--- src/rtl/pc_seq.sv ---
// Fetch-stage program counter: selects the next PC from increment, branch,
// jump or exception vectors, with stall, a latched interrupt and a saved XP.
module pc_seq #(
    parameter int               WIDTH     = 32,
    parameter int               OFF_BITS  = 16,
    parameter logic [WIDTH-1:0] RESET_VEC = 32'h8000_0000,
    parameter logic [WIDTH-1:0] ILLOP_VEC = 32'h8000_0004,
    parameter logic [WIDTH-1:0] XADR_VEC  = 32'h8000_0008
) (
    input  logic                clock,
    input  logic                reset,
    input  logic                stall,
    input  logic [OFF_BITS-1:0] id,
    input  logic [WIDTH-1:0]    jt,
    input  logic [2:0]          pcsel,
    input  logic                irq,
    output logic [WIDTH-1:0]    pc,
    output logic [WIDTH-1:0]    pc_inc,
    output logic [WIDTH-1:0]    pc_offset,
    output logic [WIDTH-1:0]    xp,
    output logic                supervisor,
    output logic                irq_taken
);

    logic [WIDTH-1:0] pc_reg, pc_next;
    logic [WIDTH-1:0] xp_reg, xp_next;
    logic             irq_pend_reg, irq_pend_next;
    logic             irq_taken_reg, irq_taken_next;

    logic [WIDTH-2:0] id_ext;
    logic [WIDTH-1:0] jump_target;
    logic             illop;

    // Address arithmetic runs on the low WIDTH-1 bits so the supervisor bit never sees a carry.
    assign id_ext      = {{(WIDTH-1-OFF_BITS){id[OFF_BITS-1]}}, id};
    assign pc_inc      = {pc_reg[WIDTH-1], pc_reg[WIDTH-2:0] + (WIDTH-1)'(4)};
    assign pc_offset   = {pc_reg[WIDTH-1], pc_inc[WIDTH-2:0] + (id_ext << 2)};
    assign jump_target = {pc_reg[WIDTH-1] & jt[WIDTH-1], jt[WIDTH-2:2], 2'b00};
    assign illop       = (pcsel >= 3'd3);

    assign pc         = pc_reg;
    assign xp         = xp_reg;
    assign supervisor = pc_reg[WIDTH-1];
    assign irq_taken  = irq_taken_reg;

    always_comb begin
        pc_next        = pc_reg;
        xp_next        = xp_reg;
        irq_pend_next  = irq_pend_reg | irq;
        irq_taken_next = 1'b0;
        if (stall) begin
            // everything holds; only the request latch may still pick up irq
        end else if (illop) begin
            pc_next = ILLOP_VEC;
            xp_next = pc_inc;
        end else if (irq_pend_reg && !supervisor) begin
            pc_next        = XADR_VEC;
            xp_next        = pc_inc;
            irq_pend_next  = 1'b0;
            irq_taken_next = 1'b1;
        end else begin
            case (pcsel)
                3'd0:    pc_next = pc_inc;
                3'd1:    pc_next = pc_offset;
                default: pc_next = jump_target;
            endcase
        end
    end

    always_ff @(posedge clock) begin
        if (reset) begin
            pc_reg        <= RESET_VEC;
            xp_reg        <= '0;
            irq_pend_reg  <= 1'b0;
            irq_taken_reg <= 1'b0;
        end else begin
            pc_reg        <= pc_next;
            xp_reg        <= xp_next;
            irq_pend_reg  <= irq_pend_next;
            irq_taken_reg <= irq_taken_next;
        end
    end

endmodule
--- config.mk ---
export PLATFORM = sky130hd
export DESIGN_NAME = pc_seq
export DESIGN_NICKNAME = d
export VERILOG_FILES = /design/src/rtl/pc_seq.sv
export SDC_FILE = /design/constraint.sdc
export NUM_CORES = 1
export LEC_CHECK = 0
export ABC_CLOCK_PERIOD_IN_PS = 6100
export CELL_PAD_IN_SITES_DETAIL_PLACEMENT = 1
export CELL_PAD_IN_SITES_GLOBAL_PLACEMENT = 2
export CORE_UTILIZATION = 25
export DETAILED_ROUTE_END_ITERATION = 8
export PLACE_DENSITY_LB_ADDON = 0.1
export REMOVE_ABC_BUFFERS = 1
export SYNTH_ARGS = -nofsm -noshare
export SYNTH_HDL_FRONTEND = slang
export SYNTH_SLANG_ARGS = --single-unit
--- constraint.sdc ---
create_clock -name clock -period 6.1 [get_ports clock]
set_clock_uncertainty 0.05 [all_clocks]
set_input_delay 1.22 -clock clock [delete_from_list [all_inputs] [get_ports clock]]
set_output_delay 1.22 -clock clock [all_outputs]
set_load 0.01 [all_outputs]
-- After elaboration in Yosys (flattened, before gate mapping)
Cells that the tools add are included.
- bits in registers: 66
- bits of input ports: 55
- output and inout port bits: 130
- word-level logic and storage cells: 30
- add/sub/neg operators: 2
- $lt $le $gt $ge: 1
- eq/ne operators: 3
- multiplexer cells: 9
- bitwise operators: 3
- reductions and logical operators: 7
- operators with widths (kind ; count):
    32-bit two-way mux ; 4
    32-bit case mux with 2 select lines ; 1
    31-bit by 3-bit adder with 31-bit output, second input constant ; 1
    31-bit adder ; 1
    3-bit != test, second input constant ; 2
    1-bit two-way mux ; 4
    3-bit by 1-bit equality test with 1-bit output, second input constant ; 1
    3-bit by 2-bit greater-or-equal comparator with 1-bit output, second input constant ; 1
    3-bit zero test ; 1
    3-bit AND reduction ; 1
    3-bit OR reduction ; 1
    2-bit AND reduction ; 1
    2-bit nonzero test ; 1
    1-bit bitwise AND ; 1
    1-bit logical AND ; 1
    1-bit zero test ; 1
    1-bit NOT ; 1
    1-bit OR ; 1

-- Logic depth before layout (Yosys ltp)
- word-level depth: 5
- gate-level depth with buffers: 16
- depth with buffers taken out: 15

-- Worst setup path after synthesis
No wires, ideal clock.
- path kind: flip-flop to output port
- start: register pc_reg[2], in the netlist pc[2]
- end: output pc_offset[27]
- arrival time: 3.557 ns
- required time: 4.830 ns
- setup slack: 1.273 ns
- cell stages (with the launch flop): 15
- path buffers: 0
- cell sequence: dfxtp_1 > ha_1 > nand3_1 > nor3_1 > and4_1 > xnor2_1 > inv_1 > ha_1 > a2111oi_0 > o21ai_1 > a221o_1 > nor2b_1 > or3_1 > nand2_1 > xnor2_1
- cells in the longest elaborated chain, start to end: 2
- RTL lines (item ; line ; RTL):
    start: declaration ; 25 ; logic [WIDTH-1:0] pc_reg, pc_next;
    start signal: assignment ; 77 ; pc_reg <= pc_next;
    31-bit by 3-bit adder with 31-bit output ; 36 ; assign pc_inc = {pc_reg[WIDTH-1], pc_reg[WIDTH-2:0] + (WIDTH-1)'(4)};
    via pc_inc[16] ; 18 ; output logic [WIDTH-1:0] pc_inc,
    31-bit adder ; 37 ; assign pc_offset = {pc_reg[WIDTH-1], pc_inc[WIDTH-2:0] + (id_ext << 2)};
    end: declaration ; 19 ; output logic [WIDTH-1:0] pc_offset,
The timed path passes the listed nets, and every way through them passes these cells.

-- Worst setup path after layout
- start: input id[0]
- end: output pc_offset[28]
- cells in the longest elaborated chain, start to end: 1
- RTL lines (item ; line ; RTL):
    start: declaration ; 13 ; input logic [OFF_BITS-1:0] id,
    31-bit adder ; 37 ;
Every way passes these cells.

==> metrics <==
Slew HR=59.8%; endpoints failing setup=0; initial antenna violation count=0; Avg Cell Area, Syn=7.63 um2; die span in x=144 um; Cell Area, Synth=0.00501 mm2; Fmax=168 MHz; critical path arrival=4.69 ns; Area contributors post-synth=dfxtp_1 (25%), ha_1 (8.5%), xnor2_1 (5.8%); routed via count=5574; Diodes inserted=0; Fill cells=2383; share of cells above drive strength 1=7.98%; Setup crit start=id[0]; R2R setup slack=2.13 ns; Max Cap Viol=0; min cycle time layout=5.96 ns; Slowest-stage cell, CP=clkdlybuf4s50_1; Starting Density=25.7%; PwrDens=191 mW/mm2; setup TNS=0 ns; unique cell type count in the Yosys netlist=65; Total Wirelength=22.2 mm; RR Endpoint=pc[30]$_SDFFE_PP0N_; die area=0.0206 mm2; hold slack=0.429 ns; CTS tree=built; worst skew pair latency=0.35 ns; Die Y=144 um; H-tree depth=3; clock buffer count from CTS=9; CP Class=in -> out; RD Place Congestion=0.850; # nets final=925; clk slew on worst S/H paths=0.06 ns; Syn Inst Count=657; Syn. warnings=0; Via-to-Cell Ratio=5.04; Post-Layout Cell Count=1105; asr flop ratio synth=0%; number of global-route vias before repair=5825; Reg-to-Reg Start=pc[3]$_SDFFE_PP0N_; I/O pin cnt=185; crit path max fanout=4; grt ovf=0; CP max stage delay=0.59 ns; FF+latch count, synth=62; post-synth top area cell=dfxtp_1; post-synthesis sequential area ratio=24.8%; Longest Clk Path Bufs=2; Final Max Slew Viols=0; ANT nets after route=0; HP Class=reg -> reg; critical path, cell by cell=clkdlybuf4s50_1 > ha_1 > fa_1 > a211oi_2 > o21ai_1 > a41oi_1 > o21ai_1 > a21bo_2 > a211oi_2 > xnor2_1 > clkdlybuf4s50_1; DR pass1 iterations=4; DP HPWL=16.8 mm; largest net degree at the start of global routing=43; final hold viol count=0; first-pass GRT wire length=33.8 mm; multi-input logic area=0.00350 mm2; fin crit share=97.6%; maximum vdd drop=0.139 mV; CP Launch Type=input pin; Routed WL per cell=20.1 um; top_reg_cell synth=dfxtp_1; number of remaining DRC errors=0; status=completed; Worst-Margin Slew=0.598 ns; core outline area=0.0195 mm2; Post-Place Cells=1088; DRT iter0 DRCs=166; clk sink count=62; Clock Root Buffer=clkbuf_16; area growth from synthesis to layout=47.7%; R2R depth=16; number of flops mapped to enable cells by yosys=0; CP endpoint kind=output port; commonest non-fill, non-tap cell in the layout=clkdlybuf4s50_1; Static Leakage=3.05 nW; critical path endpoint=pc_offset[28]; FF/Latch Area=0.00124 mm2; GRT Total Usage=22.0%; worst path required time=4.83 ns; IO buf count=174; Rows=51; Yosys top cell area share=24.8%; commonest non-fill, non-tap cells in the layout=clkdlybuf4s50_1 (171), nor2_1 (72), nand2_1 (66); unrepaired setup endpoints after global routing=false; number of hold buffers added after cts=0
logic make-up after synthesis:
kind of cell | count (synthesis) | share of synthesized area, %
simple gates | 222 | 20.6
flops | 62 | 24.8
other cells | 1 | 0.0749
buf+inv | 68 | 7.17
mux | 18 | 3.62
compound gates | 201 | 26.1
xor+xnor | 50 | 8.74
fa+ha+maj | 35 | 8.89
power breakdown:
part | internal (W) | switching, W | leakage [nW] | total [W]
clock network | 0.000308 | 0.000222 | 0.142 | 0.000530
logic | 0.000211 | 0.000229 | 2.40 | 0.000439
registers | 0.000424 | 0.0000186 | 0.506 | 0.000442
cell type report:
cell class / count / area share [%]
multi-input combinational: 534 / 47.4
timing repair buffer: 200 / 26.1
sequential: 62 / 16.8
tap: 265 / 4.48
clock buffer: 13 / 3.65
inverter: 28 / 1.42
clock inverter: 3 / 0.237
Yosys cell counts, types with 3 or more instances:
library cell,n
a211o_1,3
a211oi_1,32
a21o_1,17
a21oi_1,55
a22o_1,4
a22oi_1,3
a31oi_1,4
a32oi_1,3
and2_1,4
and3_1,12
and4_1,4
buf_2,4
buf_4,13
buf_6,4
clkbuf_1,16
dfxtp_1,62
ha_1,34
inv_1,28
mux2i_1,17
nand2_1,66
nand2b_1,3
nand3_1,21
nand4_1,12
nor2_1,73
nor2b_1,4
nor3_1,11
o211ai_1,6
o21ai_0,43
o21ai_1,4
o21bai_1,3
or3_1,3
xnor2_1,33
xor2_1,17
worst max-delay path, delay by kind of cell:
family / cells / cell delay [ns]
compound gates: 6 / 1.52
xor+xnor: 1 / 0.20
fa+ha+maj: 2 / 0.71
buf+inv: 2 / 1.00
routing by layer:
| layer | vias to the layer above | wire length (um) | track usage, % |
|---|---|---|---|
| li1 | 2713 | - | - |
| met1 | 2680 | 10400 | 28.3 |
| met2 | 149 | 10200 | 36.4 |
| met3 | 32 | 1090 | 4.30 |
| met4 | 0 | 510 | 7.61 |
| met5 | - | 0 | 0 |
per-stage QoR:
step                instance area, um2  setup slack, ns  util, %  power [W]
finish                            7400            0.144     37.9    0.00141
global route                      7400           0.0127     37.9    0.00148
CTS                               7330          0.00366     37.6    0.00142
detailed placement                7050           0.0931     36.1   0.000888
global placement                  7050            0.102     36.1   0.000882
floorplan                         4780             1.27        -   0.000654
repair_timing:
item                                    in CTS  in global routing
hold endpoints to repair                     0                  0
endpoints found under the setup margin       0                  5
setup buffers                                0                  1
resized for setup                            0                 15
worst min-delay path by stage:
stage / start / to / slack [ns] / depth (start not counted)
3_3_place_gp: xp[25]$_SDFFE_PP0P_ / xp[25]$_SDFFE_PP0P_ / 0.41 / 2
2_1_floorplan: xp[25]$_SDFFE_PP0P_ / xp[25]$_SDFFE_PP0P_ / 0.44 / 2
3_5_place_dp: xp[25]$_SDFFE_PP0P_ / xp[25]$_SDFFE_PP0P_ / 0.42 / 2
6_report: xp[25]$_SDFFE_PP0P_ / xp[25]$_SDFFE_PP0P_ / 0.43 / 2
5_1_grt: xp[25]$_SDFFE_PP0P_ / xp[25]$_SDFFE_PP0P_ / 0.45 / 2
4_1_cts: xp[25]$_SDFFE_PP0P_ / xp[25]$_SDFFE_PP0P_ / 0.43 / 2
(Power assumes the default switching activity.)
